`src/rtl/sequenciador_carga.sv`:
```
// Operand loader: fills up to six 16-bit destinations one word per valid/ready transfer.
// Optional running checksum on soma is enabled by defining SEQUENCIADOR_CARGA_SOMA_EN.
module sequenciador_carga #(
  parameter int unsigned N_DESTINOS = 6
) (
  input  logic        clock,
  input  logic        reset_n,
  input  logic        iniciar,
  input  logic        entrada_valida,
  input  logic [15:0] entrada,
  output logic        entrada_pronta,
  output logic [2:0]  op,
  output logic [15:0] a,
  output logic [15:0] b,
  output logic [15:0] c,
  output logic [15:0] d,
  output logic [15:0] e,
  output logic [15:0] f,
  output logic        ocupado,
  output logic        pronto,
  output logic [15:0] soma
);

  localparam int unsigned W      = 16;
  localparam int unsigned OP_W   = 3;
  localparam int unsigned N_MAX  = 6;
  localparam logic [OP_W-1:0] OP_OCIOSO = 3'b111;
  localparam logic [OP_W-1:0] OP_ULTIMO = OP_W'(N_DESTINOS - 1);

  typedef enum logic [1:0] {
    OCIOSO  = 2'd0,
    CARREGA = 2'd1,
    FIM     = 2'd2
  } estado_t;

  estado_t         estado_q, estado_d;
  logic [OP_W-1:0] op_q, op_d;
  logic            pronta_q, pronta_d;
  logic            ocupado_q, ocupado_d;
  logic            pronto_q, pronto_d;
  logic            transfer_c;

  // Ready is a flop that is high exactly while loading, so it qualifies the handshake.
  assign transfer_c = pronta_q && entrada_valida;

  // State and registered control outputs.
  always_ff @(posedge clock or negedge reset_n) begin
    if (!reset_n) begin
      estado_q  <= OCIOSO;
      op_q      <= OP_OCIOSO;
      pronta_q  <= 1'b0;
      ocupado_q <= 1'b0;
      pronto_q  <= 1'b0;
    end else begin
      estado_q  <= estado_d;
      op_q      <= op_d;
      pronta_q  <= pronta_d;
      ocupado_q <= ocupado_d;
      pronto_q  <= pronto_d;
    end
  end

  // Next state plus the values the control outputs take after this edge.
  always_comb begin
    estado_d  = estado_q;
    op_d      = op_q;
    pronta_d  = 1'b0;
    ocupado_d = 1'b0;
    pronto_d  = 1'b0;
    case (estado_q)
      OCIOSO: begin
        op_d = OP_OCIOSO;
        if (iniciar) begin
          estado_d  = CARREGA;
          op_d      = '0;
          pronta_d  = 1'b1;
          ocupado_d = 1'b1;
        end
      end
      CARREGA: begin
        pronta_d  = 1'b1;
        ocupado_d = 1'b1;
        if (transfer_c) begin
          if (op_q == OP_ULTIMO) begin
            estado_d = FIM;
            op_d     = OP_OCIOSO;
            pronta_d = 1'b0;
            pronto_d = 1'b1;
          end else begin
            op_d = OP_W'(op_q + 3'd1);
          end
        end
      end
      FIM: begin
        estado_d = OCIOSO;
        op_d     = OP_OCIOSO;
      end
      default: begin
        estado_d = OCIOSO;
        op_d     = OP_OCIOSO;
      end
    endcase
  end

  logic [N_MAX-1:0][W-1:0] destino_c;

  // Only destinations inside the configured run length get storage.
  for (genvar i = 0; i < N_MAX; i++) begin : g_destino
    if (i < N_DESTINOS) begin : g_ativo
      logic [W-1:0] valor_q;
      logic         escreve_c;

      assign escreve_c = transfer_c && (op_q == OP_W'(i));

      always_ff @(posedge clock or negedge reset_n) begin
        if (!reset_n) begin
          valor_q <= '0;
        end else if (escreve_c) begin
          valor_q <= entrada;
        end
      end

      assign destino_c[i] = valor_q;
    end else begin : g_inativo
      assign destino_c[i] = '0;
    end
  end

`ifdef SEQUENCIADOR_CARGA_SOMA_EN
  logic [W-1:0] soma_q;
  logic         inicio_c;

  assign inicio_c = (estado_q == OCIOSO) && iniciar;

  // Modulo-2^16 accumulation of every accepted word in the current run.
  always_ff @(posedge clock or negedge reset_n) begin
    if (!reset_n) begin
      soma_q <= '0;
    end else if (inicio_c) begin
      soma_q <= '0;
    end else if (transfer_c) begin
      soma_q <= W'(soma_q + entrada);
    end
  end

  assign soma = soma_q;
`else
  assign soma = '0;
`endif

  assign entrada_pronta = pronta_q;
  assign op             = op_q;
  assign ocupado        = ocupado_q;
  assign pronto         = pronto_q;
  assign a              = destino_c[0];
  assign b              = destino_c[1];
  assign c              = destino_c[2];
  assign d              = destino_c[3];
  assign e              = destino_c[4];
  assign f              = destino_c[5];

endmodule

```
`config.mk`:
```
export PLATFORM = sky130hd
export DESIGN_NAME = sequenciador_carga
export DESIGN_NICKNAME = d
export VERILOG_FILES = /design/src/rtl/sequenciador_carga.sv
export SDC_FILE = /design/constraint.sdc
export NUM_CORES = 1
export LEC_CHECK = 0
export ABC_CLOCK_PERIOD_IN_PS = 2000
export CORE_ASPECT_RATIO = 0.6
export CORE_MARGIN = 2
export CORE_UTILIZATION = 46
export DETAILED_ROUTE_END_ITERATION = 8
export PLACE_DENSITY = 0.79
export REMOVE_ABC_BUFFERS = 1
export SKIP_CTS_REPAIR_TIMING = 1
export SLEW_MARGIN = 20
export SYNTH_ARGS = -nofsm -noshare
export SYNTH_HDL_FRONTEND = slang
export SYNTH_SLANG_ARGS = --single-unit
```
`constraint.sdc`:
```
create_clock -name clock -period 2 [get_ports clock]
set_input_delay 0.3 -clock clock [delete_from_list [all_inputs] [get_ports clock]]
set_output_delay 0.3 -clock clock [all_outputs]
set_load 0.02 [all_outputs]
```
==> run summary, run 1 <==
Status -> finished clean
Area growth syn-to-layout -> 37.9%
Xor and xnor area share after synthesis -> 0%
Buf/Inv on CP -> 1
Relative slew slack -> 64.5%
Commonest cells post-synth -> 101 x dfrtp_1, 76 x mux2_2, 20 x buf_4, 20 x mux2_4, 6 x o21ai_0
CP Max Fanout -> 7
Layout Cells excl Fill -> 507
Final-layout fill cell count -> 630
Clock Skew -> 0.00997 ns
Synth Area in Adders -> 1.49%
Synth top area cells -> dfrtp_1 60%, mux2_2 20%, mux2_4 7.1%
Clk_lat worst skew -> 0.34 ns
Power Density -> 1880 nW/um^2
N_diodes -> 0
R2R Path End -> f[15]$_DFFE_PN0P_
RSZ-0062 raised after global routing -> false
Critical Path AT -> 1.58 ns
Final WL -> 9790 um
Clk root buf -> clkbuf_16
Met3 wire len -> 883 um
Synth Cell Area -> 4200 um^2
Largest area contributor in the netlist -> dfrtp_1
Ys async rst share -> 100%
Largest family of logic cells by synthesized area -> multiplexers
Final Max Slew Viols -> 0
Worst slew pin tran -> 0.533 ns
Core Box Area -> 8690 um^2
Leakage power -> 0.00263 uW
CTS tree -> yes
Post-synthesis register bit count -> 104
First-pass GRT wire length -> 15000 um
Post-synthesis compound-gate area fraction -> 1.07%
Die H -> 78.1 um
TritonCTS Buffers -> 9
DR iter-0 viols -> 147
Synth top area share -> 60.1%
Top delay family on crit path -> buffers and inverters
Simple-gate share of the synthesized area -> 3.15%
Syn avg cell area -> 16.2 um^2
Critical R2R Launch -> op[1]$_DFFE_PN1P_
DRT antenna net count -> 0
Final Cycle Share -> 93.9%
GRT Total Usage -> 20.3%
Antenna violations before repair -> 0
Yosys cell types -> 23
WL/cell -> 19.3 um
Setup violators final -> 0
Worst reg-to-reg path cell count -> 5
Max Freq -> 533 MHz
Endpoint class of the critical path -> primary output
Routability cong. -> 0.794
Worst EP required -> 1.70 ns
Post-route setup TNS -> 0 ns
Net count, final -> 415
TritonCTS Sinks -> 104
Initial Utilization -> 48.4%
Via/cell ratio -> 5.10
H-tree depth -> 3
Fraction of layout cells with a size suffix above 1 -> 32.7%
Peak supply drop -> 0.000875 V
Fin crit period -> 1.88 ns
Critical-path top delay cell -> clkdlybuf4s50_1
Post-synthesis sequential area ratio -> 62.0%
Mux contribution to synthesized area -> 27.5%
Placed instance count -> 490
DRC viols -> 0
Met2 wire length -> 4260 um
Worst path cell trace -> clkdlybuf4s50_1
Clk buf depth -> 2
Vias in the first global route -> 2608
Max-Cap Viols -> 0
Clk pin slew, worst setup/hold paths -> 0.07 ns
DR top layer -> met4
Reg2reg setup slack -> 0.21 ns
Worst Setup Start Kind -> flop
Largest net degree at the start of global routing -> 50
Drt first pass iters -> 4
Count leader, synth -> dfrtp_1
Die W -> 127 um
Number of port buffers -> 121
DP HPWL -> 6640 um
Post-Synthesis Cells -> 259
Met1 WL -> 4540 um
Area of the die -> 9940 um^2
IO Pins -> 138
YS warnings -> 0
Vias -> 2587
Std cell rows -> 26
Post-synth EDFFs -> 0
Post-synth top flop -> dfrtp_1
Crit path kind -> flop to primary output
GR Overflow Total -> 0
CP peak stage delay -> 0.63 ns
Hold Vio Cnt, Final -> 0
Worst hold-check path type -> input port to async pin
-- where the power goes --
group	switching (uW)	internal (uW)	total [uW]	leakage (uW)
Sequential	638	3170	3810	0.00125
Clock	773	970	1740	0.000138
Combinational	2500	2850	5350	0.00124
-- per-stage QoR --
step	power (uW)	area [um^2]	worst slack [ns]	util (%)	hold slack, ns
final	10900	5800	0.123	66.8	0.472
after global routing	11400	5800	0.0719	66.8	0.511
after CTS	11000	5790	0.104	66.6	-0.0525
after detailed placement	9200	5490	0.122	63.2	0.315
after global placement	9060	5490	0.170	63.2	0.304
after floorplan	6520	4080	0.0665	-	0.00441
-- cell usage in the layout (no fill, tap or decap), types with 3 or more instances in the layout --
cell,instances
dfrtp_1,101
ha_1,5
conb_1,16
nor2_1,3
inv_1,4
o21ai_0,6
clkinvlp_4,3
mux2_4,20
clkdlybuf4s50_1,120
clkbuf_16,9
buf_4,7
mux2_2,76
dfstp_2,3
-- registers in the layout, indices dropped and copies added, names as in the netlist --
register        flops
ocupado             1
f                  16
b                  16
d                  16
e                  16
op                  3
estado_q            2
a                  16
pronto              1
entrada_pronta      1
c                  16
-- area by class of cell --
class / count / area [um^2] / area share [%]
tap: 112 / 140 / 2.42
clock buffer: 9 / 225 / 3.88
multi-input combinational: 142 / 1460 / 25.1
clock inverter: 7 / 71.3 / 1.23
timing repair buffer: 129 / 1280 / 22.1
inverter: 4 / 15.0 / 0.259
sequential: 104 / 2610 / 45.0
-- layer usage --
metal	global-route usage, %	up-vias
li1	-	1135
met1	27.6	1340
met2	29.5	101
met3	9.68	11
met4	5.16	0
met5	0	-
-- how the worst max path moves through the flow --
stage                      startpoint          endpoint  slack [ns]  cells past startpoint
detailed placement     entrada_valida  a[6]$_DFFE_PN0P_        0.12                      5
CTS                 op[2]$_DFFE_PN1P_             op[2]        0.10                      1
global route        op[2]$_DFFE_PN1P_             op[2]        0.07                      1
floorplan           op[1]$_DFFE_PN1P_  f[0]$_DFFE_PN0P_        0.07                      4
global placement       entrada_valida  a[5]$_DFFE_PN0P_        0.17                      5
finish              op[2]$_DFFE_PN1P_             op[2]        0.12                      1
-- kinds of logic (layout without fill, tap and decap cells) --
| family | Yosys count | in the layout |
|---|---|---|
| flops | 104 | 104 |
| mux | 96 | 96 |
| buf+inv | 28 | 149 |
| simple gates | 17 | 17 |
| compound gates | 8 | 8 |
| fa+ha+maj | 5 | 5 |
| other cells | 1 | 16 |
(Power assumes the default switching activity.)
==> inputs of run 2 (changes only) <==
--- a/config.mk
+++ b/config.mk
@@ -10,7 +10,7 @@
 export CORE_MARGIN = 2
 export CORE_UTILIZATION = 46
 export DETAILED_ROUTE_END_ITERATION = 8
-export PLACE_DENSITY = 0.79
+export PLACE_DENSITY = 0.8
 export REMOVE_ABC_BUFFERS = 1
 export SKIP_CTS_REPAIR_TIMING = 1
 export SLEW_MARGIN = 20
==> run 2 against run 1 <==
Effect of this change:
- register-to-register slack gained 0.08 ns
- final area down 0.17%
- via count down 0.35%
- power shrank 1.6%
- final cell count fell by 0.20%
- sequential power is essentially flat
- clock power down 10%
- largest cell class unchanged
- largest power group unchanged
- highest routed layer unchanged
==> run summary, run 2 (synthesis results as in run 1) <==
Fraction of layout cells with a size suffix above 1 -> 32.5%
P_sw -> 3870 uW
Crit path kind -> flop to primary output
Clk pin slew, worst setup/hold paths -> 0.06 ns
DP HPWL -> 6830 um
Worst Setup Start Kind -> flop
CTS tree -> yes
Worst hold-check path type -> input port to async pin
Clk root buf -> clkbuf_16
Net count, final -> 415
IO Pins -> 138
H-tree depth -> 3
Hold Vio Cnt, Final -> 0
Comb pwr share -> 49.8%
GRT Total Usage -> 20.7%
Setup violators final -> 0
Routability cong. -> 0.799
Clk buf depth -> 2
Buf/Inv on CP -> 1
Worst slew pin tran -> 0.607 ns
DR iter-0 viols -> 151
Final WL -> 9840 um
Std cell rows -> 26
Relative slew slack -> 59.5%
TritonCTS Buffers -> 9
Drt first pass iters -> 4
DRC viols -> 0
Most common cell after layout, fill and taps aside -> clkdlybuf4s50_1
Peak supply drop -> 0.00100 V
RSZ-0062 raised after global routing -> false
Fin crit period -> 1.87 ns
Final Max Slew Viols -> 0
Final-layout fill cell count -> 615
Via/cell ratio -> 5.09
WL/cell -> 19.5 um
Final core occ -> 66.6%
Vias -> 2578
Final Cycle Share -> 93.3%
Max-Cap Viols -> 0
Max Freq -> 536 MHz
Endpoint class of the critical path -> primary output
CP Max Fanout -> 7
Power Density -> 1850 nW/um^2
Area growth syn-to-layout -> 37.7%
Top delay family on crit path -> buffers and inverters
Worst EP required -> 1.70 ns
First-pass GRT wire length -> 15400 um
Status -> finished clean
Internal Power -> 6860 uW
Number of port buffers -> 121
Reg2reg setup slack -> 0.29 ns
Core Box Area -> 8690 um^2
Worst path cell trace -> clkdlybuf4s50_1
Antenna violations before repair -> 0
Clock power frac -> 14.5%
CP peak stage delay -> 0.62 ns
DRT antenna net count -> 0
Die H -> 78.1 um
Initial Utilization -> 48.4%
Sw frac -> 36.0%
Most frequent cells in the layout -> 120 x clkdlybuf4s50_1, 101 x dfrtp_1, 76 x mux2_2
Largest net degree at the start of global routing -> 44
Die W -> 127 um
Clk_lat worst skew -> 0.34 ns
TritonCTS Sinks -> 104
Critical Path AT -> 1.57 ns
Register share of total power -> 35.6%
Clock Skew -> 0.00668 ns
Post-route setup TNS -> 0 ns
Leakage power -> 0.00263 uW
Vias in the first global route -> 2726
Area of the die -> 9940 um^2
GR Overflow Total -> 0
N_diodes -> 0
Critical-path top delay cell -> clkdlybuf4s50_1
==> run 2: worst paths after layout <==
| check | startpoint | end | cells past startpoint |
|---|---|---|---|
| worst min-delay path | reset_n | c[13]$_DFFE_PN0P_ | 2 |
| max in group asynchronous | reset_n | e[3]$_DFFE_PN0P_ | 3 |
| worst max register to register | op[0]$_DFFE_PN1P_ | a[9]$_DFFE_PN0P_ | 4 |
| worst min register to register | f[15]$_DFFE_PN0P_ | f[15]$_DFFE_PN0P_ | 1 |
| min in group clock | f[15]$_DFFE_PN0P_ | f[15]$_DFFE_PN0P_ | 1 |
| worst max-delay path | op[2]$_DFFE_PN1P_ | op[2] | 1 |
==> run 2: layer usage <==
layer,track usage (%),routed length (um)
met2,30.6,4390
met1,28.2,4540
met4,5.27,55
met5,0,0
met3,9.20,863
==> run 2: cell type report <==
class                      count  area, um^2  area share, %
clock buffer                   9         225           3.89
multi-input combinational    142        1460           25.2
sequential                   104        2610           45.0
inverter                       4        15.0          0.259
tap                          112         140           2.42
clock inverter                 6        36.3          0.627
timing repair buffer         129        1310           22.6
==> run 2: metrics by stage <==
step	hold slack (ns)	area (um^2)	setup WS [ns]	instances	total power [uW]
floorplan	0.00441	4080	0.0665	250	6520
global placement	0.338	5520	0.0955	490	9060
detailed placement	0.335	5520	0.0352	490	9230
CTS	-0.0354	5780	0.110	505	10800
global route	0.517	5790	0.0870	506	11300
finish	0.498	5790	0.134	506	10700
==> run 2: power groups by stage <==
stage	registers, uW	logic, uW	clock network [uW]
detailed placement	3850	5380	0
global route	3950	5630	1700
floorplan	4990	1530	0
finish	3820	5350	1560
CTS	3820	5400	1610
global placement	3770	5290	0
